`config.mk`:
```
export PLATFORM = sky130hd
export DESIGN_NAME = if_id_queue
export DESIGN_NICKNAME = d
export VERILOG_FILES = /design/src/rtl/if_id_queue.sv
export SDC_FILE = /design/constraint.sdc
export NUM_CORES = 1
export LEC_CHECK = 0
export ABC_AREA = 1
export CAP_MARGIN = 20
export CORE_MARGIN = 3
export CORE_UTILIZATION = 40
export DETAILED_ROUTE_END_ITERATION = 8
export GPL_TIMING_DRIVEN = 1
export PLACE_DENSITY = 0.64
export SYNTH_ARGS = -nofsm -noshare
export SYNTH_HDL_FRONTEND = slang
export SYNTH_SLANG_ARGS = --single-unit
export TNS_END_PERCENT = 20
```
`constraint.sdc`:
```
create_clock -name i_clk -period 18.25 [get_ports i_clk]
set_clock_uncertainty 0.1 [all_clocks]
set_input_delay 3.65 -clock i_clk [delete_from_list [all_inputs] [get_ports i_clk]]
set_output_delay 3.65 -clock i_clk [all_outputs]
set_load 0.05 [all_outputs]
```
`src/rtl/if_id_queue.sv`:
```
// Fetch-to-decode FIFO of {pc, instr}: enqueue at edge N is visible on o_d_* after edge N, no F->D bypass.
// o_f_ready comes only from registered occupancy; optional fetch-address check with IFQ_ADEL_EN.
module if_id_queue #(
    parameter int          DEPTH    = 4,
    parameter int          CNT_W    = $clog2(DEPTH + 1),
    parameter logic [31:0] RESET_PC = 32'h0000_3000
) (
    input  logic             i_clk,
    input  logic             i_reset,
    input  logic             i_f_valid,
    input  logic [31:0]      i_f_pc,
    input  logic [31:0]      i_f_instr,
    output logic             o_f_ready,
    input  logic             i_flush,
    input  logic             i_d_ready,
    output logic             o_d_valid,
    output logic [31:0]      o_d_pc,
    output logic [31:0]      o_d_instr,
    output logic [CNT_W-1:0] o_count
`ifdef IFQ_ADEL_EN
    ,
    output logic [4:0]       o_d_exc
`endif
);

    localparam int PTR_W = $clog2(DEPTH);

    logic [31:0]      r_pc    [DEPTH];
    logic [31:0]      r_instr [DEPTH];
    logic [PTR_W-1:0] r_wr_ptr;
    logic [PTR_W-1:0] r_rd_ptr;
    logic [CNT_W-1:0] r_count;

    logic             w_full;
    logic             w_empty;
    logic             w_enq;
    logic             w_deq;
    logic [31:0]      w_wr_instr;

    assign w_full    = (r_count == CNT_W'(DEPTH));
    assign w_empty   = (r_count == '0);
    assign o_f_ready = ~w_full;
    assign o_d_valid = ~w_empty;
    assign o_count   = r_count;

    // Flush wins over both sides: the same-cycle fetch is dropped and decode consumes nothing.
    assign w_enq = i_f_valid & o_f_ready & ~i_flush;
    assign w_deq = o_d_valid & i_d_ready & ~i_flush;

`ifdef IFQ_ADEL_EN
    logic [4:0] r_exc [DEPTH];
    logic       w_adel;
    logic [4:0] w_wr_exc;

    // Misaligned or outside the text segment: poison the entry with AdEL and a nop.
    assign w_adel     = (i_f_pc[1:0] != 2'b00) | (i_f_pc < 32'h0000_3000) | (i_f_pc > 32'h0000_6FFC);
    assign w_wr_exc   = w_adel ? 5'd4 : 5'd0;
    assign w_wr_instr = w_adel ? 32'h0 : i_f_instr;
    assign o_d_exc    = w_empty ? 5'd0 : r_exc[r_rd_ptr];

    always_ff @(posedge i_clk) begin
        if (i_reset) begin
            for (int i = 0; i < DEPTH; i++) begin
                r_exc[i] <= 5'd0;
            end
        end else if (w_enq) begin
            r_exc[r_wr_ptr] <= w_wr_exc;
        end
    end
`else
    assign w_wr_instr = i_f_instr;
`endif

    assign o_d_pc    = w_empty ? RESET_PC : r_pc[r_rd_ptr];
    assign o_d_instr = w_empty ? 32'h0    : r_instr[r_rd_ptr];

    always_ff @(posedge i_clk) begin
        if (i_reset) begin
            for (int i = 0; i < DEPTH; i++) begin
                r_pc[i]    <= 32'h0;
                r_instr[i] <= 32'h0;
            end
        end else if (w_enq) begin
            r_pc[r_wr_ptr]    <= i_f_pc;
            r_instr[r_wr_ptr] <= w_wr_instr;
        end
    end

    always_ff @(posedge i_clk) begin
        if (i_reset || i_flush) begin
            r_wr_ptr <= '0;
            r_rd_ptr <= '0;
            r_count  <= '0;
        end else begin
            if (w_enq) begin
                r_wr_ptr <= r_wr_ptr + PTR_W'(1);
            end
            if (w_deq) begin
                r_rd_ptr <= r_rd_ptr + PTR_W'(1);
            end
            case ({w_enq, w_deq})
                2'b10:   r_count <= r_count + CNT_W'(1);
                2'b01:   r_count <= r_count - CNT_W'(1);
                default: r_count <= r_count;
            endcase
        end
    end

endmodule

```
# After elaboration in Yosys (flattened, before gate mapping)

Memories as Yosys holds them, arrays and structs flattened. A register that Yosys moved wholly into a read port is not among the register bits.
Index checks and enable logic that the tools add are counted.
W data, S select, Z words.

Register bits: 7
Latch bits: 0
Bits in writable memories: 256
Bits in read-only memories: 0
Bits of input ports: 69
Output and inout bits: 69
Logic and storage cells: 42
Memories: 2

Memory list:

| name    | depth | width | rd ports | clocked after Yosys merged registers in | wr ports | RTL line | RTL |
|---|---|---|---|---|---|---|---|
| r_instr | 4     | 32    | 1        | 1                                       | 4        | 29       | `logic [31:0] r_instr [DEPTH];` |
| r_pc    | 4     | 32    | 1        | 1                                       | 4        | 28       | `logic [31:0] r_pc [DEPTH];` |

Add/sub/neg operators: 4
Multipliers: 0
Divide/modulo/power cells: 0
$lt $le $gt $ge: 0
Equal/unequal tests: 3
Shift operators: 0
Multiplexer cells: 18
Bitwise logic cells: 7
Reduce and logical (&&, ||, !) cells: 5

Operator list:

| operator              | number |
|---|---|
| $mux W32              | 4 |
| $reduce_or A32 Y1     | 2 |
| $mux W2               | 6 |
| $mux W1               | 7 |
| $pmux W3 S2           | 1 |
| $add A2 B1 Y2 const B | 2 |
| $and A1 B1 Y1         | 4 |
| $add A3 B1 Y3 const B | 1 |
| $eq A3 B3 Y1 const B  | 1 |
| $logic_not A3 Y1      | 1 |
| $not A1 Y1            | 3 |
| $sub A3 B1 Y3 const B | 1 |
| $eq A2 B1 Y1 const B  | 1 |
| $eq A2 B2 Y1 const B  | 1 |
| $reduce_bool A2 Y1    | 1 |
| $logic_or A1 B1 Y1    | 1 |

# Longest topological paths before layout

Gate-level depths: netlist of the first run.

Depth in word-level cells: 9
Mapped depth: 13
Gate-level depth less buffers: 13

# Worst setup path before layout of the first run

OpenSTA, ideal clock, no wires.

Path type: input to register
Start: input port i_f_valid
End: memory r_instr[0][0], enable pin
Setup time: 574 ps
Arrival: 8,445 ps
Required time: 17,576 ps
Slack: 9,131 ps
Stages: 4
Path buffers: 0
Cells stage by stage: inv_1 -> nor2_4 -> nand2_4 -> o21ai_0

RTL lines:

| element         | RTL line | RTL |
|---|---|---|
| start, declared | 10       | `input logic i_f_valid,` |
| end, declared   | 29       |  |

==> run summary, run 1 <==
status: complete, no violations
syn avg cell area: 10.24 µm²
fraction of post-synthesis cell area in the top cell type by area: 0.6392
launch instance of the worst min-delay path: o_count[0]
NumNets Final: 1350
r2r startpoint: o_count[0]
Routed met1 length: 12460 µm
total number of H-tree levels: 1
gpl congestion: 0.7141
remaining design rule violation count: 0
portion of the clock cycle consumed by the worst path in the final layout: 0.4155
power density of the placed cells: 94.02 nW/µm²
post-placement cell area: 13630 µm²
final count of hold timing violations: 0
portion of the post-synthesis area used by sequential elements: 0.6542
highest net fanout along the worst path: 71
fraction of layout cells with a size suffix above 1: 0.08545
Area growth, synth to finish: 20.79%
die width: 179.4 µm
number of standard-cell rows in the floorplan: 62
Total Negative Setup Slacks: 0 ns
Final Critical Period: 7.582 ns
count of max-cap constraint violations: 0
wire length of the first global-routing pass: 45220 µm
ports placed on the boundary: 138
remaining max-slew budget at the tightest pin: 0.3012
total count of max-transition violations in the final report: 0
area of all placed cells without fillers: 14530 µm²
worst-margin pin slew: 1.048 ns
estimated wirelength of the detail-placed design: 15630 µm
CP required: 14.50 ns
synthesis-stage register bit count: 265
largest net degree at the start of global routing: 86
number of optimization iterations in the first detailed-route pass: 5
Wirelength per Cell: 17.36 µm
die area: 32180 µm²
number of gates resized after cts: 0
effective utilization at floorplan: 0.4123
met2 layer wire length in the routed design: 14590 µm
final core utilization: 0.4980
Post CTS Setup Buffer Count: 0
sequential cell area in the final layout: 7873 µm²
Vert. Die Dim: 179.4 µm
endpoint type of the worst setup path: output pin
unrepaired setup endpoints after global routing: false
CTS max path bufs: 3
Filler Cell Count: 2680
input/output buffers: 137
DRC violation total after the first TritonRoute iteration: 727
P_leak: 5.906 nW
main area contributors after synthesis: sky130_fd_sc_hd__edfxtp_1, sky130_fd_sc_hd__nor2_1, sky130_fd_sc_hd__o21ai_0
insertion delay to the later sink of the worst-skew pair: 0.53 ns
Worst Hold Class: reg2reg
antenna diode count: 0
Final Hold Slack: 0.4007 ns
startpoint type of the worst setup path: register
CP Class: reg2out
number of CTS-inserted buffers: 28
Global Route Usage Sum: 0.1793
pre-CTS worst setup slack: 11.22 ns
met3 wire length: 1643 µm
Hold Buf Count CTS: 0
vias in the first global route: 8496
fin worst setup slack: 10.67 ns
clock tree from TritonCTS: built
routed vias: 8417
antenna violations before repair: 0
register clock-pin slew on the reported worst setup and hold paths: 0.06 ns
Synth cell types: 23
cell area after synthesis: 12030 µm²
area used by multi-input combinational logic: 3510 µm²
dominant cell type by area after synthesis: sky130_fd_sc_hd__edfxtp_1
Arr. time, crit path: 3.83 ns
Core Area: 29170 µm²
final setup violation count: 0
drt total wl: 29220 µm
clock root buffer master: sky130_fd_sc_hd__clkbuf_16
Post-Syn Nets: 1246
highest achievable clock rate: 0.1319 GHz
via-per-instance ratio: 5.001
# clock sinks: 265
Synth Warn #: 0
GRT Residual Overflow: 0
remaining antenna violation count: 0
maximum VDD drop: 0.05314 mV
Cells after Synth: 1175
top routing layer in use: met4
[flip-flops by register name (all words and copies together), names as in the netlist, named ones only]
register  count
r_instr     128
r_pc        128
o_count       3
r_rd_ptr      2
r_wr_ptr      2
[cell usage in the layout, fill, tap and decap left out, types with 2 or more instances in the layout]
master	n
sky130_fd_sc_hd__clkinv_1	2
sky130_fd_sc_hd__a21oi_1	69
sky130_fd_sc_hd__buf_4	11
sky130_fd_sc_hd__inv_2	2
sky130_fd_sc_hd__clkdlybuf4s50_1	137
sky130_fd_sc_hd__nand2_4	44
sky130_fd_sc_hd__dfxtp_1	7
sky130_fd_sc_hd__bufinv_16	2
sky130_fd_sc_hd__o21ai_0	125
sky130_fd_sc_hd__nand2_1	48
sky130_fd_sc_hd__clkbuf_1	6
sky130_fd_sc_hd__nor2_1	449
sky130_fd_sc_hd__nand3_1	3
sky130_fd_sc_hd__nor2_2	2
sky130_fd_sc_hd__clkbuf_8	3
sky130_fd_sc_hd__inv_1	80
sky130_fd_sc_hd__clkbuf_16	29
sky130_fd_sc_hd__o21ai_1	2
sky130_fd_sc_hd__nand2_2	2
sky130_fd_sc_hd__clkinv_2	9
sky130_fd_sc_hd__o21ai_4	3
sky130_fd_sc_hd__edfxtp_1	256
[routing by layer]
metal	up-vias	track usage
li1	4075	-
met1	4082	0.2347
met2	227	0.3128
met3	33	0.02950
met4	0	0.04414
met5	-	0
[logic make-up after synthesis]
logic type / count (synthesis) / share of synthesized area
DFF: 265 / 0.6542
adders and majority gates: 2 / 0.002705
buffers and inverters: 157 / 0.05847
AOI/OAI and AO/OA: 200 / 0.08344
and+or+nand+nor: 551 / 0.2012
[stage by stage]
stage | instances | power (W)
after detailed placement | 1633 | 0.0008291
after CTS | 1683 | 0.001376
after global routing | 1683 | 0.001412
after floorplan | 1175 | 0.0007835
final | 1683 | 0.001366
after global placement | 1633 | 0.0008277
[worst max-delay path, stage by stage (launching register included)]
cell and delay [ns]:
sky130_fd_sc_hd__dfxtp_4 0.67, sky130_fd_sc_hd__clkinv_2 0.83, sky130_fd_sc_hd__buf_4 0.61, sky130_fd_sc_hd__o21ai_0 0.25, sky130_fd_sc_hd__a21oi_1 0.14, sky130_fd_sc_hd__clkdlybuf4s50_1 0.76
[where the power goes]
group | switching (W) | leakage (nW) | internal (W) | total [W]
Sequential | 0.00000724 | 2.74 | 0.000695 | 0.000703
Combinational | 0.0000772 | 2.72 | 0.0000353 | 0.000113
Clock | 0.000222 | 0.449 | 0.000329 | 0.000551
[area by class of cell]
class	instances	area share
multi-input cells	753	0.2416
flip-flops and latches	265	0.5419
well taps	384	0.03308
clock buffers	38	0.05435
repair buffers	148	0.1001
clock inverters	12	0.007407
inverters	83	0.02153
[cells in the mapped netlist]
library cell and instances:
sky130_fd_sc_hd__fa_1 1, sky130_fd_sc_hd__buf_6 2, sky130_fd_sc_hd__dfxtp_1 9, sky130_fd_sc_hd__buf_1 9
sky130_fd_sc_hd__ha_1 1, sky130_fd_sc_hd__o21ai_0 128, sky130_fd_sc_hd__edfxtp_1 256, sky130_fd_sc_hd__nand2_1 52
sky130_fd_sc_hd__buf_2 27, sky130_fd_sc_hd__a21oi_1 69, sky130_fd_sc_hd__inv_2 3, sky130_fd_sc_hd__nor2_8 1
sky130_fd_sc_hd__nor2_2 2, sky130_fd_sc_hd__nand3_1 3, sky130_fd_sc_hd__buf_12 4, sky130_fd_sc_hd__a211oi_1 1
sky130_fd_sc_hd__nand2_4 42, sky130_fd_sc_hd__inv_1 80, sky130_fd_sc_hd__clkbuf_1 32, sky130_fd_sc_hd__nor2_1 449
sky130_fd_sc_hd__nor2_4 1, sky130_fd_sc_hd__o21ai_1 2, sky130_fd_sc_hd__nand3b_1 1
[worst paths after layout]
path / cells past startpoint / slack (ns) / end
max reg2reg: 7 / 15.53 / r_instr[2][1]
max: 5 / 10.67 / o_d_pc[16]
min: 1 / 0.40 / o_count[0]
min reg2reg: 1 / 0.40 / o_count[0]
Power figures use the tool's default switching activity.
==> inputs of run 2 (changes only) <==
clock period = 7.1 ns   (was 18.25 ns; I/O delays follow)
==> run 2 against run 1 <==
Utilization is 0.21 points lower. Die area stayed put. Via count is 0.20% higher. Hold slack hardly changed. Sequential share of layout area is 0.23 points higher. Design area is 0.43% lower. Critical path type unchanged. Largest power group unchanged.
==> run summary, run 2 (synthesis results as in run 1) <==
Core Area: 29170 µm²
Final Critical Period: 5.537 ns
remaining design rule violation count: 0
clock tree from TritonCTS: built
startpoint type of the worst setup path: register
endpoint type of the worst setup path: output pin
final setup violation count: 0
Global Route Usage Sum: 0.1820
unrepaired setup endpoints after global routing: false
remaining antenna violation count: 0
die width: 179.4 µm
Sw Ratio: 0.2309
final count of hold timing violations: 0
number of CTS-inserted buffers: 28
total chip power: 0.003406 W
Post CTS Setup Buffer Count: 0
CP Class: reg2out
clock network power share: 0.384
power density of the placed cells: 235.5 nW/µm²
Hold Buf Count CTS: 0
post-placement cell area: 13660 µm²
list of cells traversed by the critical path: clkinv_2 -> buf_4 -> o21ai_0 -> a21oi_1 -> clkdlybuf4s50_1
Worst Hold Class: reg2reg
busiest metal layer after global routing: met2
clock root buffer master: sky130_fd_sc_hd__clkbuf_16
pre-CTS worst setup slack: 2.083 ns
worst-margin pin slew: 1.077 ns
insertion delay to the later sink of the worst-skew pair: 0.53 ns
gpl congestion: 0.7413
NumNets Final: 1352
internal power: 0.002619 W
area of all placed cells without fillers: 14460 µm²
Sw Pwr: 0.0007866 W
effective utilization at floorplan: 0.4123
Wirelength per Cell: 17.45 µm
Vert. Die Dim: 179.4 µm
Area growth, synth to finish: 20.27%
wire length of the first global-routing pass: 46040 µm
Comb power frac: 0.086
antenna diode count: 0
remaining max-slew budget at the tightest pin: 0.2822
portion of the clock cycle consumed by the worst path in the final layout: 0.7799
drt total wl: 29400 µm
input/output buffers: 137
most frequent standard cell in the layout excluding fill and tap cells: sky130_fd_sc_hd__nor2_1
highest achievable clock rate: 0.1806 GHz
Final Hold Slack: 0.4010 ns
part of the total power dissipated in sequential elements: 0.530
die area: 32180 µm²
fraction of layout cells with a size suffix above 1: 0.07840
fin worst setup slack: 1.563 ns
CTS max path bufs: 3
met2 demand-to-capacity share in global routing: 0.3142
maximum VDD drop: 0.1754 mV
largest net degree at the start of global routing: 82
total count of max-transition violations in the final report: 0
global routing met1 resource utilization: 0.2464
register clock-pin slew on the reported worst setup and hold paths: 0.06 ns
CP required: 5.58 ns
estimated wirelength of the detail-placed design: 15970 µm
commonest non-fill, non-tap cells in the layout: sky130_fd_sc_hd__nor2_1, sky130_fd_sc_hd__edfxtp_1, sky130_fd_sc_hd__clkdlybuf4s50_1
GRT Residual Overflow: 0
Slowest-stage cell, CP: sky130_fd_sc_hd__clkinv_2
Total Negative Setup Slacks: 0 ns
number of optimization iterations in the first detailed-route pass: 5
M3 GR Usage: 0.02170
number of gates resized after cts: 0
via-per-instance ratio: 5.005
largest stage delay on the critical path: 0.84 ns
highest net fanout along the worst path: 67
count of max-cap constraint violations: 0
combined buffer and inverter count along the critical path: 3
status: complete, no violations
Arr. time, crit path: 4.02 ns
total number of H-tree levels: 1
P_leak: 5.864 nW
# clock sinks: 265
gate family responsible for the most delay along the worst path: buffers and inverters
vias in the first global route: 8584
antenna violations before repair: 0
number of standard-cell rows in the floorplan: 62
ports placed on the boundary: 138
routed vias: 8434
DRC violation total after the first TritonRoute iteration: 823
-- run 2: cell types whose count changed in the layout (fill, tap and decap cells not counted), sizes merged --
| cell | before | now |
|---|---|---|
| clkinv | 11 | 13 |
| buf | 11 | 13 |
| bufinv | 2 | 0 |
-- run 2: layout make-up --
type                    instances  area [µm²]
inverters                      83       312.8
fillers                      2672       14700
repair buffers                150        1481
flip-flops and latches        265        7873
multi-input cells             753        3510
clock buffers                  38       759.5
clock inverters                12       47.55
well taps                     384       480.5
-- run 2: stage by stage --
stage	utilization	instances
global route	0.4959	1685
global placement	0.4675	1634
floorplan	-	1175
finish	0.4959	1685
CTS	0.4959	1685
detailed placement	0.4682	1635
-- run 2: power groups by stage --
stage               logic [W]  registers [W]  clock network [W]
floorplan            0.000170        0.00184                  0
global placement     0.000291        0.00184                  0
detailed placement   0.000296        0.00184                  0
CTS                  0.000297        0.00181            0.00132
global route         0.000319        0.00181            0.00139
finish               0.000292        0.00181            0.00131
-- run 2: path summary, 6_finish.rpt --
kind,start,endpoint,slack (ns),cells after the start
setup reg to reg,r_wr_ptr[0],r_instr[0][15],4.23,5
setup / recovery,register,o_d_pc[19],1.56,5
hold reg to reg,r_rd_ptr[1],register,0.40,2
hold / removal,r_rd_ptr[1],register,0.40,2
-- run 2: worst min-delay path, cell delays in order, from the launching register on --
cell	delay, ns
sky130_fd_sc_hd__dfxtp_1	0.32
sky130_fd_sc_hd__nand2_1	0.06
sky130_fd_sc_hd__a21oi_1	0.07
-- run 2: layer usage --
| metal | vias up | routed length, µm |
|---|---|---|
| met1 | 4088 | 12980 |
| met3 | 45 | 1425 |
| li1 | 4079 | - |
| met4 | 0 | 571 |
| met2 | 222 | 14430 |
| met5 | - | 0 |
==> inputs of run 3 (changes only) <==
PLACE_DENSITY = 0.66   (was 0.64)
clock period = 5 ns   (was 7.1 ns; I/O delays follow)
==> run 3 against run 2 <==
First-iteration DRC count shrank 6.9%. Routed wire length is 1.2% higher. Count of clock-buffer cells in the layout decreased by 4. Setup slack worse by 0.83 ns. Utilization is 0.40 points higher. Clock power rose by 53%. Critical endpoint is now o_d_pc[21].
==> run summary, run 3 (synthesis results as in run 1) <==
r2r startpoint: r_wr_ptr[0]
number of optimization iterations in the first detailed-route pass: 5
portion of the clock cycle consumed by the worst path in the final layout: 0.8541
Sw Ratio: 0.2295
FF-to-FF setup slack: 2.31 ns
Final Critical Period: 4.271 ns
Core Area: 29170 µm²
clock root buffer master: sky130_fd_sc_hd__clkbuf_16
total number of H-tree levels: 1
count of max-cap constraint violations: 0
routed vias: 8419
Post CTS Setup Buffer Count: 0
die width: 179.4 µm
final count of hold timing violations: 0
unrepaired setup endpoints after global routing: false
DRC violation total after the first TritonRoute iteration: 766
Hold Buf Count CTS: 0
CP required: 3.90 ns
instance count after placement with tap cells included: 1636
startpoint type of the worst setup path: register
final setup violation count: 0
drt total wl: 29750 µm
most frequent standard cell in the layout excluding fill and tap cells: sky130_fd_sc_hd__nor2_1
fin worst setup slack: 0.7294 ns
critical path endpoint: o_d_pc[21]
Sw Pwr: 0.001146 W
Area growth, synth to finish: 21.24%
count of non-filler cells in the finished layout: 1684
Global Route Usage Sum: 0.1829
Final Hold Slack: 0.4097 ns
clock tree from TritonCTS: built
Comb power frac: 0.084
endpoint type of the worst setup path: output pin
antenna diode count: 0
register clock-pin slew on the reported worst setup and hold paths: 0.06 ns
internal power: 0.003849 W
number of standard-cell rows in the floorplan: 62
part of the total power dissipated in sequential elements: 0.513
remaining max-slew budget at the tightest pin: 0.2972
power density of the placed cells: 342.6 nW/µm²
ports placed on the boundary: 138
input/output buffers: 137
status: complete, no violations
effective utilization at floorplan: 0.4123
maximum VDD drop: 0.1744 mV
wire length of the first global-routing pass: 45920 µm
CP Class: reg2out
count of cells along the worst register-to-register path: 4
number of CTS-inserted buffers: 28
highest net fanout along the worst path: 39
worst-margin pin slew: 1.054 ns
estimated wirelength of the detail-placed design: 16830 µm
Worst Hold Class: reg2reg
commonest non-fill, non-tap cells in the layout: sky130_fd_sc_hd__nor2_1, sky130_fd_sc_hd__edfxtp_1, sky130_fd_sc_hd__clkdlybuf4s50_1
antenna violations before repair: 0
die area: 32180 µm²
NumNets Final: 1353
insertion delay to the later sink of the worst-skew pair: 0.53 ns
remaining design rule violation count: 0
# clock sinks: 265
pre-CTS worst setup slack: 1.259 ns
highest achievable clock rate: 0.2342 GHz
Arr. time, crit path: 3.17 ns
GRT Residual Overflow: 0
remaining antenna violation count: 0
number of gates resized after cts: 0
r2r endpoint: r_instr[0][9]
Filler Cell Count: 2642
vias in the first global route: 8467
total count of max-transition violations in the final report: 0
total chip power: 0.004995 W
Wirelength per Cell: 17.66 µm
gpl congestion: 0.7449
Vert. Die Dim: 179.4 µm
via-per-instance ratio: 4.999
fraction of layout cells with a size suffix above 1: 0.08385
CTS max path bufs: 3
largest net degree at the start of global routing: 66
clock network power share: 0.403
P_leak: 5.919 nW
run 3: final cells by class:
| cell class | count | area (µm²) | share of cell area |
|---|---|---|---|
| sequential | 265 | 7875 | 0.5401 |
| multi-input combinational | 753 | 3520 | 0.2414 |
| timing repair buffer | 151 | 1514 | 0.1038 |
| clock buffer | 34 | 723.2 | 0.04960 |
| tap | 384 | 480.5 | 0.03295 |
| inverter | 83 | 312.8 | 0.02145 |
| clock inverter | 14 | 156.4 | 0.01073 |
run 3: power by group through the flow:
stage	clock network, W	logic, W	registers (W)
6_report	0.00201	0.000417	0.00256
2_1_floorplan	0	0.000241	0.00262
4_1_cts	0.00204	0.000424	0.00256
3_5_place_dp	0	0.000421	0.00261
3_3_place_gp	0	0.000420	0.00261
5_1_grt	0.00213	0.000454	0.00257
run 3: stage by stage:
step	util	instance area, µm²	TNS [ns]
finish	0.4999	14580	0
global route	0.4999	14580	0
CTS	0.4999	14580	0
detailed placement	0.4698	13700	0
global placement	0.4698	13700	0
floorplan	-	12030	-282.10
run 3: how the worst min path moves through the flow:
stage | end | slack, ns | cells after the start | from
after floorplan | register | 0.36 | 2 | r_rd_ptr[1]
after global placement | o_count[0] | 0.37 | 1 | o_count[0]
after detailed placement | o_count[0] | 0.38 | 1 | o_count[0]
after CTS | o_count[0] | 0.41 | 1 | o_count[0]
after global routing | o_count[0] | 0.43 | 1 | o_count[0]
final | o_count[0] | 0.41 | 1 | o_count[0]
run 3: per-layer routing:
layer,vias to the layer above,global-route usage,share of wire
met5,-,0,0
met4,0,0.04704,0.021
met3,46,0.03182,0.058
met2,257,0.3134,0.49
met1,4031,0.2425,0.43
li1,4085,-,-
run 3: worst max-delay path: stages, from the launching register on:
cell and delay, ns:
sky130_fd_sc_hd__dfxtp_4 0.56, sky130_fd_sc_hd__inv_2 0.40, sky130_fd_sc_hd__buf_4 0.39, sky130_fd_sc_hd__nor2_1 0.14
sky130_fd_sc_hd__o21ai_0 0.10, sky130_fd_sc_hd__a21oi_1 0.18, sky130_fd_sc_hd__clkdlybuf4s50_1 0.83
